File: src/rtl/game_round_controller.sv
// Round sequencer for the VGA torpedo game: spawns the target, launches the torpedo,
// decides win/loss, times the end-of-game display and provides a score and random bit.
module game_round_controller #(
  parameter int          END_TIMER_FRAMES = 60,
  parameter logic [15:0] LFSR_SEED        = 16'hACE1
) (
  input  logic       clk,
  input  logic       rst,
  input  logic       frame_tick,
  input  logic       launch_req,
  input  logic       collision,
  input  logic       target_out,
  input  logic       torpedo_out,
  output logic       target_spawn,
  output logic       torpedo_launch,
  output logic       target_move,
  output logic       torpedo_move,
  output logic       game_won,
  output logic       end_of_game_timer_running,
  output logic       random,
  output logic [7:0] score
);

  typedef enum logic [1:0] {
    SPAWN  = 2'd0,
    AIM    = 2'd1,
    FLIGHT = 2'd2,
    END    = 2'd3
  } state_t;

  localparam logic [7:0] TIMER_LAST = 8'(END_TIMER_FRAMES - 1);
  localparam logic [7:0] SCORE_MAX  = 8'd255;

  // Fibonacci step; an all-zero register is steered back to the seed so it can never lock up
  function automatic logic [15:0] lfsr_step(input logic [15:0] l);
    logic fb;
    fb = l[15] ^ l[13] ^ l[12] ^ l[10];
    if (l == 16'h0000) begin
      lfsr_step = LFSR_SEED;
    end else begin
      lfsr_step = {l[14:0], fb};
    end
  endfunction

  function automatic logic in_play(input state_t s);
    in_play = (s == AIM) || (s == FLIGHT);
  endfunction

  state_t      state;
  state_t      next_state;
  logic [7:0]  end_timer;
  logic [15:0] lfsr;
  logic        win;
  logic        loss;
  logic        launch;

  // next-state and round-outcome decode
  always_comb begin
    next_state = state;
    win        = 1'b0;
    loss       = 1'b0;
    launch     = 1'b0;
    case (state)
      SPAWN: begin
        next_state = AIM;
      end
      AIM: begin
        if (target_out) begin
          next_state = END;
          loss       = 1'b1;
        end else if (launch_req) begin
          next_state = FLIGHT;
          launch     = 1'b1;
        end else begin
          next_state = AIM;
        end
      end
      FLIGHT: begin
        // a collision outranks any simultaneous off-screen event
        if (collision) begin
          next_state = END;
          win        = 1'b1;
        end else if (target_out || torpedo_out) begin
          next_state = END;
          loss       = 1'b1;
        end else begin
          next_state = FLIGHT;
        end
      end
      END: begin
        if (frame_tick && (end_timer == TIMER_LAST)) begin
          next_state = SPAWN;
        end else begin
          next_state = END;
        end
      end
      default: begin
        next_state = SPAWN;
      end
    endcase
  end

  // state register and end-of-game frame timer
  always_ff @(posedge clk or posedge rst) begin
    if (rst) begin
      state     <= SPAWN;
      end_timer <= 8'd0;
    end else begin
      state <= next_state;
      if (state != END) begin
        end_timer <= 8'd0;
      end else if (frame_tick) begin
        end_timer <= end_timer + 8'd1;
      end else begin
        end_timer <= end_timer;
      end
    end
  end

  // pulse and move outputs; moves are gated by both states so they never show in SPAWN or END
  always_ff @(posedge clk or posedge rst) begin
    if (rst) begin
      target_spawn   <= 1'b0;
      torpedo_launch <= 1'b0;
      target_move    <= 1'b0;
      torpedo_move   <= 1'b0;
    end else begin
      target_spawn   <= (state == SPAWN);
      torpedo_launch <= launch;
      target_move    <= frame_tick && in_play(state) && in_play(next_state);
      torpedo_move   <= frame_tick && (state == FLIGHT) && (next_state == FLIGHT);
    end
  end

  // round result, end display flag and saturating score
  always_ff @(posedge clk or posedge rst) begin
    if (rst) begin
      game_won                  <= 1'b0;
      end_of_game_timer_running <= 1'b0;
      score                     <= 8'd0;
    end else begin
      end_of_game_timer_running <= (next_state == END);
      if (state == SPAWN) begin
        game_won <= 1'b0;
      end else if (win) begin
        game_won <= 1'b1;
      end else if (loss) begin
        game_won <= 1'b0;
      end else begin
        game_won <= game_won;
      end
      if (win && (score != SCORE_MAX)) begin
        score <= score + 8'd1;
      end else begin
        score <= score;
      end
    end
  end

  // free-running pseudo-random generator
  always_ff @(posedge clk or posedge rst) begin
    if (rst) begin
      lfsr   <= LFSR_SEED;
      random <= LFSR_SEED[15];
    end else begin
      lfsr   <= lfsr_step(lfsr);
      random <= lfsr[15];
    end
  end

endmodule

File: config.mk
export PLATFORM = sky130hd
export DESIGN_NAME = game_round_controller
export DESIGN_NICKNAME = d
export VERILOG_FILES = /design/src/rtl/game_round_controller.sv
export SDC_FILE = /design/constraint.sdc
export NUM_CORES = 1
export LEC_CHECK = 0
export ABC_CLOCK_PERIOD_IN_PS = 2900
export CAP_MARGIN = 15
export CORE_UTILIZATION = 40
export DETAILED_ROUTE_END_ITERATION = 16
export GPL_TIMING_DRIVEN = 0
export HOLD_SLACK_MARGIN = 0.05
export PLACE_DENSITY = 0.6
export SKIP_LAST_GASP = 1
export SYNTH_ARGS = -nofsm -noshare
export SYNTH_HDL_FRONTEND = slang
export SYNTH_SLANG_ARGS = --single-unit
File: constraint.sdc
create_clock -name clk -period 2.9 [get_ports clk]
set_clock_uncertainty 0.1 [all_clocks]
set_input_delay 0.58 -clock clk [delete_from_list [all_inputs] [get_ports clk]]
set_output_delay 0.58 -clock clk [all_outputs]
set_load 0.02 [all_outputs]
==> flow_summary.rst <==
.. list-table::
   :header-rows: 1

   * - Metric
     - Value
   * - Result of the run
     - completed
   * - Post-placement cell area
     - 0.00205 mm2
   * - Leakage power of the design
     - 0.916 nW
   * - Root buf cell
     - sky130_fd_sc_hd__clkbuf_8
   * - Setup repair after global routing missed its margin
     - false
   * - Beginning of the worst register-to-register path
     - end_timer[2]
   * - Number of nets produced by synthesis
     - about 170
   * - Flop-to-flop setup slack
     - 0.84 ns
   * - Antenna Cells
     - 0
   * - Final Hold Violating Endpoints
     - 0
   * - Cell row count
     - 23
   * - Initial antenna violation count
     - 0
   * - Critical path endpoint category
     - output pin
   * - First-pass GRT wire length
     - 5170 um
   * - Cell area after synthesis
     - about 0.0018 mm2
   * - Largest fanout on the critical path
     - 7
   * - Number of optimization iterations in the first detailed-route pass
     - 6
   * - Launch point of the critical path
     - score[1]
   * - Relative max-transition margin
     - 0.462
   * - Crit-path cells
     - clkdlybuf4s50_1
   * - Worst supply voltage drop on vdd
     - roughly 0.00038 V
   * - Pin slew with the least headroom to its limit
     - approximately 0.8 ns
   * - Clock slew seen by the registers of the worst setup and hold paths
     - about 0.08 ns
   * - Via Count
     - roughly 1,200
   * - Startpoint types
     - flop
   * - Critical path data arrival time
     - 1.45 ns
   * - Standard cell with the maximum stage delay on the critical path
     - sky130_fd_sc_hd__clkdlybuf4s50_1
   * - Power density normalized to cell area
     - 784 mW/mm2
   * - Initial Util
     - 0.431
   * - Port-buffer cells
     - 20
   * - Total overflow reported by the global router
     - 0
   * - Maximum buffer depth of the clock tree
     - 2
   * - Count of pins on the block boundary
     - 22
   * - Synthesized netlist cell count
     - 151
   * - Via count of the first global-routing pass
     - about 1,200
   * - Min Hold Slack
     - between 0.2 and 0.3 ns
   * - Kind of critical path
     - flop to output pin
   * - Floorplan die width
     - 68.8 um
   * - End-of-flow core utilization
     - 0.522
   * - Total length of routed wires
     - between 3000 and 4000 um
   * - Maxcap violations
     - 0
   * - Hold/Removal Path Class
     - flop to flop
   * - Sequential element share of the synthesized area
     - 0.581
   * - CTS Hold Bufs
     - 0
   * - DR DRC count
     - 0
   * - Average cell area after synthesis
     - 11.8 um2
   * - GRT Util Overall
     - 0.156
   * - Routed Antenna Nets
     - 0
   * - Proportion of layout cells with a drive suffix above 1
     - 0.117
   * - Relative area change from synthesis to final layout
     - 21.2%
   * - Data required, critical path
     - 2.22 ns
   * - EDFF count, synth
     - 0
   * - Ys flop type
     - sky130_fd_sc_hd__dfrtp_1
   * - Synthesis Warnings
     - 0
   * - Clock tree from TritonCTS
     - done
   * - Count of different cell masters after synthesis
     - 37
   * - Number of storage elements in the synthesis netlist
     - 41
   * - Share of synthesized registers carrying an async set or reset
     - 1.00
   * - Shortest period the worst path allows
     - 2.13 ns
   * - Avg WL per Cell
     - 13.8 um
   * - H-tree depth reported by CTS
     - 2
   * - Largest net degree at the start of global routing
     - between 40 and 50
   * - Placed cells
     - 221
   * - Post-layout instance count excluding filler cells
     - about 230
   * - Core Area
     - around 0.0041 mm2
   * - Final period utilization
     - 0.736
   * - Reg-to-Reg End
     - target_move
   * - Worst Setup EP
     - score[1]
   * - TNS Setup
     - 0 ns
   * - Final weighted congestion in routability-driven placement
     - around 0.76
   * - Iteration-0 DRC Markers
     - 81
   * - Count of pins over their slew limit
     - 0
   * - Total stage count of the critical path
     - 1
   * - Count of instances resized after the clock tree is built
     - 0
   * - Height of the die
     - 68.8 um
   * - Post-DP HPWL
     - 2280 um
   * - Clk sinks
     - just over 40
   * - Die area
     - 0.00473 mm2
   * - Number of buffers and inverters on the critical path
     - 1
   * - Clock buffer count from CTS
     - 5
   * - CP delay by family, top
     - buffers and inverters
   * - Buffers inserted during post-CTS setup optimization
     - 0
   * - Worst Reg2Reg Path Length in Cells
     - 5
   * - Detail-routed via count per cell
     - 5.19
   * - Setup Viol. Count Final
     - 0
   * - Post-layout nets
     - 192
   * - Final design area excluding fillers
     - 0.00216 mm2
   * - Critical path's largest stage delay
     - approximately 0.66 ns
   * - Achievable clock frequency
     - between 400 and 500 MHz
   * - Clock Latency Late Sink
     - 0.30 ns
-- per-layer routing --
layer	vias up	wire, um	global-route usage
li1	582	-	-
met1	581	1440	0.192
met2	18	1520	0.241
met3	7	120	0.0395
met4	0	74	0.0995
met5	-	0	0
-- sequential cells by signal (all words and copies together) (netlist names) --
| signal | count |
|---|---|
| target_move | 1 |
| end_of_game_timer_running | 1 |
| target_spawn | 1 |
| state | 2 |
| torpedo_launch | 1 |
| lfsr | 16 |
| score | 8 |
| random | 1 |
| torpedo_move | 1 |
| game_won | 1 |
| end_timer | 8 |
-- worst min-delay path by stage --
stage                         from     end  slack [ns]  cells after the start
after floorplan           lfsr[15]  random        0.27                      0
after global placement    lfsr[15]  random        0.27                      0
after detailed placement  lfsr[15]  random        0.28                      0
after CTS                 lfsr[15]  random        0.29                      0
after global routing      lfsr[15]  random        0.29                      0
final                     lfsr[15]  random        0.29                      0
-- layout make-up --
type / instances / area (um2)
plain buffers: 11 / 42.5
well taps: 50 / 62.6
repair buffers: 20 / 200
flip-flops and latches: 41 / 1040
fillers: 389 / 1980
multi-input cells: 92 / 678
clock buffers: 5 / 68.8
clock inverters: 3 / 46.3
inverters: 7 / 26.3
-- report_power, final --
group | switching (mW) | total [mW] | internal, mW
registers | 0.0693 | 0.719 | 0.650
logic | 0.281 | 0.511 | 0.230
clock network | 0.207 | 0.465 | 0.257
-- placed cells by master (no fill, tap or decap), drive strengths merged, types with 2 or more instances in the layout --
| cell | Yosys | final |
|---|---|---|
| dfrtp | 32 | 32 |
| clkdlybuf4s50 | 0 | 20 |
| clkbuf | 10 | 15 |
| dfstp | 9 | 9 |
| nand2b | 8 | 8 |
| nand4 | 7 | 7 |
| nand2 | 7 | 7 |
| ha | 7 | 7 |
| inv | 7 | 7 |
| xnor2 | 6 | 6 |
| nor2 | 5 | 5 |
| a21oi | 5 | 5 |
| a31oi | 4 | 4 |
| nor4 | 4 | 4 |
| and2 | 4 | 4 |
| nand3 | 3 | 3 |
| and4 | 3 | 3 |
| xor2 | 3 | 3 |
| o21a | 2 | 2 |
| nor2b | 2 | 2 |
| a21boi | 2 | 2 |
| mux2 | 2 | 2 |
| o21ai | 2 | 2 |
| nand4b | 2 | 2 |
| mux2i | 2 | 2 |
| o31ai | 2 | 2 |
-- cells by family after synthesis --
family / share of synthesized area
compound gates: 0.0870
buf+inv: 0.0386
xor+xnor: 0.0442
fa+ha+maj: 0.0491
flops: 0.581
mux: 0.0238
simple gates: 0.176
-- metrics by stage --
stage | total power, mW | setup WS (ns)
finish | 1.70 | 0.765
global route | 1.81 | 0.715
CTS | 1.72 | 0.782
detailed placement | 1.24 | 0.745
global placement | 1.23 | 0.468
floorplan | 1.04 | 1.02
-- cell usage after synthesis (4+ instances only) --
| master | n | area, um2 |
|---|---|---|
| sky130_fd_sc_hd__clkbuf_1 | 10 | 37.5 |
| sky130_fd_sc_hd__xnor2_1 | 6 | 52.6 |
| sky130_fd_sc_hd__a31oi_1 | 4 | 25.0 |
| sky130_fd_sc_hd__dfstp_2 | 9 | 236 |
| sky130_fd_sc_hd__inv_1 | 7 | 26.3 |
| sky130_fd_sc_hd__ha_1 | 7 | 87.6 |
| sky130_fd_sc_hd__nand2_1 | 7 | 26.3 |
| sky130_fd_sc_hd__dfrtp_1 | 32 | 801 |
| sky130_fd_sc_hd__nor4_1 | 4 | 25.0 |
| sky130_fd_sc_hd__a21oi_1 | 5 | 25.0 |
| sky130_fd_sc_hd__nor2_1 | 5 | 18.8 |
| sky130_fd_sc_hd__nand2b_1 | 8 | 50.1 |
| sky130_fd_sc_hd__and2_1 | 4 | 25.0 |
| sky130_fd_sc_hd__nand4_1 | 7 | 43.8 |
(Power assumes the default switching activity.)
